<file path="src/rtl/hazard_stall_unit_pkg.sv">
// Shared types and constants for the decode-stage hazard/stall controller.
// Optional feature macro: HAZARD_PERF_EN (performance counters, see top).
package hazard_pkg;

    // Controller FSM states.
    typedef enum logic [1:0] {
        RUN    = 2'd0,
        STALL1 = 2'd1,
        STALL2 = 2'd2
    } state_t;

    // Number of stall cycles a hazard in decode requires.
    typedef enum logic [1:0] {
        NEED_NONE  = 2'd0,
        NEED_ONE   = 2'd1,
        NEED_TWO   = 2'd2,
        NEED_THREE = 2'd3
    } need_t;

    // Architectural zero register; writes to it never create a dependency.
    localparam logic [4:0] REG_ZERO = 5'd0;

endpackage

</file>
<file path="src/rtl/hazard_stall_unit_if.sv">
// Bundle of decode/EX/MEM status inputs and pipeline control outputs of the
// hazard/stall controller. The master drives pipeline status; the slave is
// the controller.
interface hazard_stall_unit_if #(
    parameter int unsigned REG_W = 5,
    parameter int unsigned CNT_W = 32
);
    logic [REG_W-1:0] IF_ID_RS;
    logic [REG_W-1:0] IF_ID_RT;
    logic             IF_ID_USES_RT;
    logic             IF_ID_BRANCH;
    logic             ID_EX_MEMREAD;
    logic             ID_EX_REGWRITE;
    logic [REG_W-1:0] ID_EX_WREG;
    logic             EX_MEM_MEMREAD;
    logic [REG_W-1:0] EX_MEM_RD;
    logic             BRANCH_TAKEN;
    logic             JUMP;
    logic             MEM_BUSY;
    logic             PC_WRITE;
    logic             IF_ID_WRITE;
    logic             ID_EX_BUBBLE;
    logic             IF_ID_FLUSH;
    logic [CNT_W-1:0] STALL_CYCLES;
    logic [CNT_W-1:0] FLUSH_COUNT;

    modport master (
        output IF_ID_RS, IF_ID_RT, IF_ID_USES_RT, IF_ID_BRANCH,
               ID_EX_MEMREAD, ID_EX_REGWRITE, ID_EX_WREG,
               EX_MEM_MEMREAD, EX_MEM_RD, BRANCH_TAKEN, JUMP, MEM_BUSY,
        input  PC_WRITE, IF_ID_WRITE, ID_EX_BUBBLE, IF_ID_FLUSH,
               STALL_CYCLES, FLUSH_COUNT
    );

    modport slave (
        input  IF_ID_RS, IF_ID_RT, IF_ID_USES_RT, IF_ID_BRANCH,
               ID_EX_MEMREAD, ID_EX_REGWRITE, ID_EX_WREG,
               EX_MEM_MEMREAD, EX_MEM_RD, BRANCH_TAKEN, JUMP, MEM_BUSY,
        output PC_WRITE, IF_ID_WRITE, ID_EX_BUBBLE, IF_ID_FLUSH,
               STALL_CYCLES, FLUSH_COUNT
    );
endinterface

</file>
<file path="src/rtl/hazard_stall_unit_detect.sv">
// Combinational hazard classifier: decides how many stall cycles the
// instruction in decode needs given the producers in EX and MEM.
module hazard_detect
    import hazard_pkg::*;
#(
    parameter int unsigned REG_W = 5
) (
    input  logic [REG_W-1:0] if_id_rs,
    input  logic [REG_W-1:0] if_id_rt,
    input  logic             if_id_uses_rt,
    input  logic             if_id_branch,
    input  logic             id_ex_memread,
    input  logic             id_ex_regwrite,
    input  logic [REG_W-1:0] id_ex_wreg,
    input  logic             ex_mem_memread,
    input  logic [REG_W-1:0] ex_mem_rd,
    output need_t            need
);

    logic ex_match;
    logic mem_match;

    // Producer register matches a source the decode instruction actually reads.
    always_comb begin
        ex_match  = (id_ex_wreg != REG_W'(REG_ZERO)) &&
                    ((id_ex_wreg == if_id_rs) || (if_id_uses_rt && (id_ex_wreg == if_id_rt)));
        mem_match = (ex_mem_rd != REG_W'(REG_ZERO)) &&
                    ((ex_mem_rd == if_id_rs) || (if_id_uses_rt && (ex_mem_rd == if_id_rt)));
    end

    // Prioritised rules: branches resolve in decode so they wait longer.
    always_comb begin
        need = NEED_NONE;
        if (if_id_branch) begin
            if (id_ex_memread && ex_match) begin
                need = NEED_TWO;
            end else if (id_ex_regwrite && ex_match) begin
                need = NEED_ONE;
            end else if (ex_mem_memread && mem_match) begin
                need = NEED_ONE;
            end
        end else if (id_ex_memread && ex_match) begin
            need = NEED_ONE;
        end
    end

endmodule

</file>
<file path="src/rtl/hazard_stall_unit.sv">
// Decode-stage hazard controller: stalls PC and IF/ID, injects ID/EX bubbles,
// flushes IF/ID on taken branches/jumps and freezes on MEM_BUSY.
// Define HAZARD_PERF_EN to build the STALL_CYCLES/FLUSH_COUNT counters;
// otherwise those ports read as zero.
module hazard_stall_unit
    import hazard_pkg::*;
#(
    parameter int unsigned REG_W = 5,
    parameter int unsigned CNT_W = 32
) (
    input logic                clk,
    input logic                reset_n,
    hazard_stall_unit_if.slave bus
);

    state_t state_q;
    state_t state_d;
    need_t  need;

    logic pc_write;
    logic if_id_write;
    logic bubble;
    logic flush;
    logic frozen;

    hazard_detect #(
        .REG_W(REG_W)
    ) u_detect (
        .if_id_rs       (bus.IF_ID_RS),
        .if_id_rt       (bus.IF_ID_RT),
        .if_id_uses_rt  (bus.IF_ID_USES_RT),
        .if_id_branch   (bus.IF_ID_BRANCH),
        .id_ex_memread  (bus.ID_EX_MEMREAD),
        .id_ex_regwrite (bus.ID_EX_REGWRITE),
        .id_ex_wreg     (bus.ID_EX_WREG),
        .ex_mem_memread (bus.EX_MEM_MEMREAD),
        .ex_mem_rd      (bus.EX_MEM_RD),
        .need           (need)
    );

    // Mealy output decode and next-state: first stall cycle has zero latency.
    // Reset forces the free-running RUN decode; MEM_BUSY freezes everything.
    always_comb begin
        state_d     = state_q;
        pc_write    = 1'b1;
        if_id_write = 1'b1;
        bubble      = 1'b0;
        flush       = 1'b0;
        frozen      = 1'b0;
        if (!reset_n) begin
            state_d = RUN;
        end else if (bus.MEM_BUSY) begin
            frozen      = 1'b1;
            pc_write    = 1'b0;
            if_id_write = 1'b0;
        end else begin
            unique case (state_q)
                RUN: begin
                    if (need == NEED_NONE) begin
                        flush = bus.JUMP || (bus.IF_ID_BRANCH && bus.BRANCH_TAKEN);
                    end else begin
                        pc_write    = 1'b0;
                        if_id_write = 1'b0;
                        bubble      = 1'b1;
                        if (need == NEED_TWO) begin
                            state_d = STALL1;
                        end else if (need == NEED_THREE) begin
                            state_d = STALL2;
                        end
                    end
                end
                STALL1: begin
                    pc_write    = 1'b0;
                    if_id_write = 1'b0;
                    bubble      = 1'b1;
                    state_d     = RUN;
                end
                STALL2: begin
                    pc_write    = 1'b0;
                    if_id_write = 1'b0;
                    bubble      = 1'b1;
                    state_d     = STALL1;
                end
                default: begin
                    state_d = RUN;
                end
            endcase
        end
    end

    // FSM state register with synchronous active-low reset.
    always_ff @(posedge clk) begin
        if (!reset_n) begin
            state_q <= RUN;
        end else begin
            state_q <= state_d;
        end
    end

    assign bus.PC_WRITE     = pc_write;
    assign bus.IF_ID_WRITE  = if_id_write;
    assign bus.ID_EX_BUBBLE = bubble;
    assign bus.IF_ID_FLUSH  = flush;

`ifdef HAZARD_PERF_EN
    logic [CNT_W-1:0] stall_cnt_q;
    logic [CNT_W-1:0] stall_cnt_d;
    logic [CNT_W-1:0] flush_cnt_q;
    logic [CNT_W-1:0] flush_cnt_d;

    // Event counters advance only on non-frozen cycles and wrap naturally.
    always_comb begin
        stall_cnt_d = stall_cnt_q;
        flush_cnt_d = flush_cnt_q;
        if (!frozen) begin
            stall_cnt_d = stall_cnt_q + CNT_W'(bubble);
            flush_cnt_d = flush_cnt_q + CNT_W'(flush);
        end
    end

    // Counter registers with synchronous active-low reset.
    always_ff @(posedge clk) begin
        if (!reset_n) begin
            stall_cnt_q <= '0;
            flush_cnt_q <= '0;
        end else begin
            stall_cnt_q <= stall_cnt_d;
            flush_cnt_q <= flush_cnt_d;
        end
    end

    assign bus.STALL_CYCLES = stall_cnt_q;
    assign bus.FLUSH_COUNT  = flush_cnt_q;
`else
    logic unused_frozen;
    assign unused_frozen    = frozen;
    assign bus.STALL_CYCLES = '0;
    assign bus.FLUSH_COUNT  = '0;
`endif

endmodule

</file>
<file path="src/flat_wrapper.sv">
// flat-port wrapper written by rule: the top's interface ports become plain ports
module hazard_stall_unit_flat import hazard_pkg::*;
#(
    parameter int unsigned REG_W = 5,
    parameter int unsigned CNT_W = 32
)
  (clk, reset_n, bus_IF_ID_RS, bus_IF_ID_RT, bus_IF_ID_USES_RT, bus_IF_ID_BRANCH, bus_ID_EX_MEMREAD, bus_ID_EX_REGWRITE, bus_ID_EX_WREG, bus_EX_MEM_MEMREAD, bus_EX_MEM_RD, bus_BRANCH_TAKEN, bus_JUMP, bus_MEM_BUSY, bus_PC_WRITE, bus_IF_ID_WRITE, bus_ID_EX_BUBBLE, bus_IF_ID_FLUSH, bus_STALL_CYCLES, bus_FLUSH_COUNT);
  hazard_stall_unit_if #(.REG_W(REG_W), .CNT_W(CNT_W)) bus_i ();
  input logic clk;
  input logic reset_n;
  input wire logic [$bits(bus_i.IF_ID_RS)-1:0] bus_IF_ID_RS;
  input wire logic [$bits(bus_i.IF_ID_RT)-1:0] bus_IF_ID_RT;
  input wire logic [$bits(bus_i.IF_ID_USES_RT)-1:0] bus_IF_ID_USES_RT;
  input wire logic [$bits(bus_i.IF_ID_BRANCH)-1:0] bus_IF_ID_BRANCH;
  input wire logic [$bits(bus_i.ID_EX_MEMREAD)-1:0] bus_ID_EX_MEMREAD;
  input wire logic [$bits(bus_i.ID_EX_REGWRITE)-1:0] bus_ID_EX_REGWRITE;
  input wire logic [$bits(bus_i.ID_EX_WREG)-1:0] bus_ID_EX_WREG;
  input wire logic [$bits(bus_i.EX_MEM_MEMREAD)-1:0] bus_EX_MEM_MEMREAD;
  input wire logic [$bits(bus_i.EX_MEM_RD)-1:0] bus_EX_MEM_RD;
  input wire logic [$bits(bus_i.BRANCH_TAKEN)-1:0] bus_BRANCH_TAKEN;
  input wire logic [$bits(bus_i.JUMP)-1:0] bus_JUMP;
  input wire logic [$bits(bus_i.MEM_BUSY)-1:0] bus_MEM_BUSY;
  output wire logic [$bits(bus_i.PC_WRITE)-1:0] bus_PC_WRITE;
  output wire logic [$bits(bus_i.IF_ID_WRITE)-1:0] bus_IF_ID_WRITE;
  output wire logic [$bits(bus_i.ID_EX_BUBBLE)-1:0] bus_ID_EX_BUBBLE;
  output wire logic [$bits(bus_i.IF_ID_FLUSH)-1:0] bus_IF_ID_FLUSH;
  output wire logic [$bits(bus_i.STALL_CYCLES)-1:0] bus_STALL_CYCLES;
  output wire logic [$bits(bus_i.FLUSH_COUNT)-1:0] bus_FLUSH_COUNT;
  assign bus_i.IF_ID_RS = bus_IF_ID_RS;
  assign bus_i.IF_ID_RT = bus_IF_ID_RT;
  assign bus_i.IF_ID_USES_RT = bus_IF_ID_USES_RT;
  assign bus_i.IF_ID_BRANCH = bus_IF_ID_BRANCH;
  assign bus_i.ID_EX_MEMREAD = bus_ID_EX_MEMREAD;
  assign bus_i.ID_EX_REGWRITE = bus_ID_EX_REGWRITE;
  assign bus_i.ID_EX_WREG = bus_ID_EX_WREG;
  assign bus_i.EX_MEM_MEMREAD = bus_EX_MEM_MEMREAD;
  assign bus_i.EX_MEM_RD = bus_EX_MEM_RD;
  assign bus_i.BRANCH_TAKEN = bus_BRANCH_TAKEN;
  assign bus_i.JUMP = bus_JUMP;
  assign bus_i.MEM_BUSY = bus_MEM_BUSY;
  assign bus_PC_WRITE = bus_i.PC_WRITE;
  assign bus_IF_ID_WRITE = bus_i.IF_ID_WRITE;
  assign bus_ID_EX_BUBBLE = bus_i.ID_EX_BUBBLE;
  assign bus_IF_ID_FLUSH = bus_i.IF_ID_FLUSH;
  assign bus_STALL_CYCLES = bus_i.STALL_CYCLES;
  assign bus_FLUSH_COUNT = bus_i.FLUSH_COUNT;
  hazard_stall_unit #(.REG_W(REG_W), .CNT_W(CNT_W)) u_core (.clk(clk), .reset_n(reset_n), .bus(bus_i));
endmodule
</file>
<file path="config.mk">
export PLATFORM = sky130hd
export DESIGN_NAME = hazard_stall_unit_flat
export DESIGN_NICKNAME = d
export VERILOG_FILES = /design/src/rtl/hazard_stall_unit_pkg.sv /design/src/rtl/hazard_stall_unit_if.sv /design/src/rtl/hazard_stall_unit_detect.sv /design/src/rtl/hazard_stall_unit.sv /design/src/flat_wrapper.sv
export SDC_FILE = /design/constraint.sdc
export NUM_CORES = 1
export LEC_CHECK = 0
export ABC_AREA = 1
export BUFFER_PORTS_ARGS = -buffer_cell sky130_fd_sc_hd__clkbuf_2
export CAP_MARGIN = 20
export CORE_UTILIZATION = 40
export DETAILED_ROUTE_END_ITERATION = 10
export PLACE_DENSITY = 0.83
export SYNTH_ARGS = -nofsm -noshare
export SYNTH_HDL_FRONTEND = slang
export SYNTH_SLANG_ARGS = --single-unit
</file>
<file path="constraint.sdc">
create_clock -name clk -period 2.8 [get_ports clk]
set_clock_uncertainty 0.15 [all_clocks]
set_input_delay 0.14 -clock clk [delete_from_list [all_inputs] [get_ports clk]]
set_output_delay 0.14 -clock clk [all_outputs]
set_load 0.02 [all_outputs]
</file>
After elaboration in Yosys (flattened, before gate mapping)
Cells that the tools add are included.

Equality and inequality tests: 10. Bitwise logic cells: 1. Reduce and logical (&&, ||, !) cells: 17. Muxes and demuxes: 21.

Operators by type and width (number): == test 5 bit (4); two-way mux 1 bit (13); two-way mux 2 bit (5); nonzero test 5 bit (2); logical AND 1 bit (8); == test 2 bit (second input constant) (3); zero test 2 bit (2); one-hot mux 1 bit (2 select lines) (2); one-hot mux 2 bit (2 select lines) (1); logical OR 1 bit (3); != test 3 x 1 -> 1 bit (second input constant) (1); AND reduction 3 bit (1); == test 2 x 1 -> 1 bit (second input constant) (1); != test 2 bit (second input constant) (1); OR reduction 2 bit (1); inverter 1 bit (1).

Bits in registers: 2. Output and inout bits: 68.

Depth between registers and ports, before layout
Word-level depth: 14. Depth in mapped cells: 14. Gate-level depth less buffers: 13.

Cells and area by module
A second synthesis with hierarchy kept.

Cells, all modules: 197. Area, all modules: 1114.8 um2.

Modules (own cells, without submodules): hazard_stall_unit (times used 1, sequential area each 40.0 um2, area an instance 713.2 um2, cells an instance 105); hazard_detect (times used 1, sequential area each 0.0 um2, area an instance 401.6 um2, cells an instance 92).

Worst setup path before layout
OpenSTA, ideal clock, no wires.

Path kind: input-to-output. From: input port bus_IF_ID_RT[3]. To: output port bus_PC_WRITE. Cell stages on the path: 14. Data arrival time: 1289 ps. Setup slack: 1221 ps. Cells stage by stage: inv_1 -> nand2_1 -> nand2_1 -> nor2_1 -> nand3_1 -> nand2_2 -> nand3_1 -> nand2_1 -> nand2_2 -> nand3_4 -> inv_2 -> o21bai_2 -> nand2_1 -> buf_4.

Longest elaborated chain between the ends: 14. Elaborated cells between the ends (all ways): 21.

RTL lines: from (decl) (RTL line flat_wrapper.sv:12) `input wire logic [$bits(bus_i.IF_ID_RT)-1:0] bus_IF_ID_RT;`; == test 5 bit (RTL line hazard_stall_unit_detect.sv:28) `((ex_mem_rd == if_id_rs) || (if_id_uses_rt && (ex_mem_rd == if_id_rt)));`; logical AND 1 bit (RTL line hazard_stall_unit_detect.sv:28); logical OR 1 bit (RTL line hazard_stall_unit_detect.sv:28); logical AND 1 bit (RTL line hazard_stall_unit_detect.sv:27) `mem_match = (ex_mem_rd != REG_W'(REG_ZERO)) &&`; logical AND 1 bit (RTL line hazard_stall_unit_detect.sv:39) `end else if (ex_mem_memread && mem_match) begin`; two-way mux 1 bit (RTL line hazard_stall_unit_detect.sv:39); two-way mux 1 bit (RTL line hazard_stall_unit_detect.sv:37) `end else if (id_ex_regwrite && ex_match) begin`; two-way mux 2 bit (RTL line hazard_stall_unit_detect.sv:35) `if (id_ex_memread && ex_match) begin`; two-way mux 2 bit * (RTL line hazard_stall_unit_detect.sv:34) `if (if_id_branch) begin`; zero test 2 bit * (RTL line hazard_stall_unit.sv:59) `if (need == NEED_NONE) begin`; two-way mux 1 bit *; one-hot mux 1 bit (2 select lines) *; two-way mux 1 bit * (2 in series); to (decl) (RTL line flat_wrapper.sv:23) `output wire logic [$bits(bus_i.PC_WRITE)-1:0] bus_PC_WRITE;`.

Mark *: on every way between the ends. The rest lies on a longest branch, timed or not.

Worst setup path after layout
From: input port bus_ID_EX_WREG[2]. To: output port bus_PC_WRITE.

Longest elaborated chain between the ends: 13. Elaborated cells between the ends (all ways): 17.

RTL lines: from (decl) (RTL line flat_wrapper.sv:17) `input wire logic [$bits(bus_i.ID_EX_WREG)-1:0] bus_ID_EX_WREG;`; == test 5 bit (RTL line hazard_stall_unit_detect.sv:26) `((id_ex_wreg == if_id_rs) || (if_id_uses_rt && (id_ex_wreg == if_id_rt)));`; logical AND 1 bit (RTL line hazard_stall_unit_detect.sv:26); logical OR 1 bit (RTL line hazard_stall_unit_detect.sv:26); logical AND 1 bit * (RTL line hazard_stall_unit_detect.sv:25) `ex_match = (id_ex_wreg != REG_W'(REG_ZERO)) &&`; logical AND 1 bit (RTL line hazard_stall_unit_detect.sv:37); two-way mux 1 bit (RTL line hazard_stall_unit_detect.sv:37); two-way mux 2 bit (RTL line hazard_stall_unit_detect.sv:35); two-way mux 2 bit * (RTL line hazard_stall_unit_detect.sv:34); zero test 2 bit * (RTL line hazard_stall_unit.sv:59); two-way mux 1 bit * (RTL line hazard_stall_unit.sv:59); one-hot mux 1 bit (2 select lines) * (RTL line hazard_stall_unit.sv:57) `unique case (state_q)`; two-way mux 1 bit * (RTL line hazard_stall_unit.sv:52) `end else if (bus.MEM_BUSY) begin`; two-way mux 1 bit * (RTL line hazard_stall_unit.sv:50) `if (!reset_n) begin`.

Marks and branches as above.

==> metrics.md <==
| Metric | Value |
|---|---|
| Net Sw Frac | 55.60% |
| Required @ worst endpoint | 2.51 ns |
| Largest net degree at the start of global routing | 7 |
| Clock sinks | 2 |
| Initial antenna violation count | 0 |
| Yosys warns | 0 |
| Layout cell share with drive strength beyond 1 | 22.22% |
| Mapped Cells | 191 |
| Residual DRC | 0 |
| Routed WL per cell | 7.035 um |
| Capturing element type of the critical path | output pin |
| Fillers | 303 |
| Stages on worst setup path | 15 |
| Die width | 55.65 um |
| Flop pwr share | 11.1% |
| Most used cell, CP | nand2_1 |
| Net switching power | 0.1440 mW |
| Largest regs | u_core.state_q x2 |
| Tcrit/Tclk final | 61.64% |
| Diode count | 0 |
| Final hold violations | 0 |
| Die area | 3096 um2 |
| Min Tclk post-route | 1.726 ns |
| CTS max path bufs | 2 |
| Largest register FFs | 2 |
| Die span in y | 55.65 um |
| Worst EP arrival | 1.44 ns |
| CP max FO | 6 |
| Pre-CTS setup slack | 1.060 ns |
| Area after DPL | 1104 um2 |
| DPL Wire Length | 1667 um |
| CTS buffer count | 3 |
| Worst path cell trace | clkbuf_2 -> inv_1 -> nand2_1 -> nand2_1 -> nor2_1 -> nand3_1 -> nand2_2 -> nand3_1 -> nand2_1 -> nand2_2 -> nand3_4 -> inv_2 -> o21bai_2 -> nand2_1 -> clkbuf_2 |
| Clock network fraction of total power | 23.6% |
| Static Leak | 0.7586 nW |
| Clock root cell | clkbuf_4 |
| Buffers added on ports | 33 |
| Clk_lat worst skew | 0.22 ns |
| P_int | 0.1150 mW |
| Post-CTS Hold Fix Bufs | 0 |
| Post-route ant nets | 0 |
| Top delay family on crit path | simple AND/OR/NAND/NOR gates |
| TritonCTS clock tree | yes |
| Hold-critical path depth | 3 |
| Placed insts | 253 |
| Initial DRC count | 33 |
| P per Cell Area | 230.0 nW/um2 |
| RSZ-0062 raised after global routing | false |
| Setup bufs post-CTS | 0 |
| Worst min-delay path class | in2reg |
| Yosys reg bits | 2 |
| CTS resizes | 0 |
| H-tree depth | 1 |
| Worst IR drop on VDD | 0.1985 mV |
| First-pass GRT wire length | 2856 um |
| Part of the Yosys area used for sequential elements | 3.478% |
| Design Area, Final | 1126 um2 |
| Routability Congestion | 0.8619 |
| Total negative setup slack | 0 ns |
| Netlist cell types | 22 |
| MaxCap Viol Count | 0 |
| Rows | 19 |
| Worst hold margin | 0.02104 ns |
| Core ar. | 2734 um2 |
| Final setup vio count | 0 |
| Flip-flop and latch area | 40.04 um2 |
| Largest reg by FF count | u_core.state_q |
| DRT Pass-1 Iters | 4 |
| Fmax | 579.4 MHz |
| Final WL | 1801 um |
| DR vias | 972 |
| Final WS setup | 1.074 ns |
| Startpoint Class | primary input |
| Average vias per placed instance | 3.797 |
| Post-layout util | 41.19% |
| Vias in the first global route | 795 |
| Clk slew on worst S/H paths | 0.03 ns |
| Slowest CP cell | clkbuf_2 |
| Total Routing Usage GR | 11.05% |
| Max-slew violations | 0 |
| Slowest stage delay, CP | 0.15 ns |
| Total power | 0.2589 mW |
| Bufs and invs on worst path | 4 |
| Initial Util | 42.11% |
| Nets | 261 |
| GR Overflow Total | 0 |
| Status | completed |
| I/O Pins | 98 |
| Worst-case reg-to-reg path depth | 8 |
| Mapped cell area | 1151 um2 |
| Comb pwr share | 65.2% |
| Layout overhead on the synthesized area | -2.174% |
| Post-Synthesis Mean Instance Area | 6.027 um2 |
| Multi-input logic area | 765.7 um2 |
| Non-filler instance count after layout | 256 |
| Critical path class | in2out |
[synth_stat cells (all sizes together)]
| cell type | number | share of area (%) |
|---|---|---|
| buf | 65 | 42 |
| nand2 | 46 | 15 |
| inv | 25 | 8.2 |
| nor2 | 17 | 5.5 |
| nand3 | 11 | 6.3 |
| a21oi | 5 | 3.5 |
| o21ai | 5 | 2.2 |
| ha | 4 | 4.3 |
| nor3 | 3 | 1.7 |
| xor2 | 3 | 2.3 |
| dfxtp | 2 | 3.5 |
| xnor2 | 2 | 1.5 |
| conb | 1 | 0.33 |
| nand4 | 1 | 1.8 |
| o21bai | 1 | 0.98 |
[final timing paths]
check | start | endpoint | slack, ns
hold / removal | reset_n | u_core.state_q[0]$_SDFFE_PN0P_ | 0.02
setup reg to reg | u_core.state_q[0]$_SDFFE_PN0P_ | u_core.state_q[0]$_SDFFE_PN0P_ | 1.46
setup / recovery | bus_ID_EX_WREG[2] | bus_PC_WRITE | 1.07
hold reg to reg | u_core.state_q[1]$_SDFFE_PN0P_ | u_core.state_q[1]$_SDFFE_PN0P_ | 0.36
[kinds of logic after synthesis]
kind of cell               share of synthesized area (%)
other                                             0.3258
DFF                                                3.478
and+or+nand+nor                                    30.87
xor gates and xnor gates                           3.805
AOI/OAI and AO/OA                                  6.630
adders and majority gates                          4.348
buffers and inverters                              50.54
[cells in the final DEF (no fill, tap or decap), types with 2 or more instances in the layout]
master / instances
a21oi_1: 3
clkbuf_2: 33
clkbuf_4: 3
conb_1: 64
dfxtp_1: 2
ha_1: 4
inv_1: 20
inv_2: 5
nand2_1: 44
nand2_2: 2
nand3_1: 9
nor2_1: 17
nor3_1: 2
o21ai_0: 5
xnor2_1: 2
xor2_1: 3
[cell type report]
cell class | count | area share, %
clock buffers | 3 | 2.000
inverters | 25 | 8.333
multi-input cells | 162 | 68.00
flip-flops and latches | 2 | 3.556
well taps | 31 | 3.444
repair buffers | 33 | 14.67
[worst register-to-register path, cell delays in order (launching register included)]
cell	delay, ns
dfxtp_1	0.34
inv_1	0.08
ha_1	0.27
inv_1	0.07
nor2_1	0.04
nor2_1	0.09
nand3_1	0.08
nand2_1	0.06
nor2_1	0.04
[power groups by stage]
| stage | registers (mW) | logic [mW] | clock network [mW] |
|---|---|---|---|
| 2_1_floorplan | 0.0292 | 0.196 | 0 |
| 3_3_place_gp | 0.0292 | 0.166 | 0 |
| 5_1_grt | 0.0288 | 0.185 | 0.0675 |
| 3_5_place_dp | 0.0292 | 0.167 | 0 |
| 6_report | 0.0288 | 0.169 | 0.0612 |
| 4_1_cts | 0.0288 | 0.168 | 0.0655 |
[per-layer routing]
layer	share of wire (%)	GRT usage, %
met1	40	12.03
met2	51	22.03
met3	8.6	1.395
met4	0	2.857
met5	0	0
No activity file was read; power rests on OpenSTA's default activity.
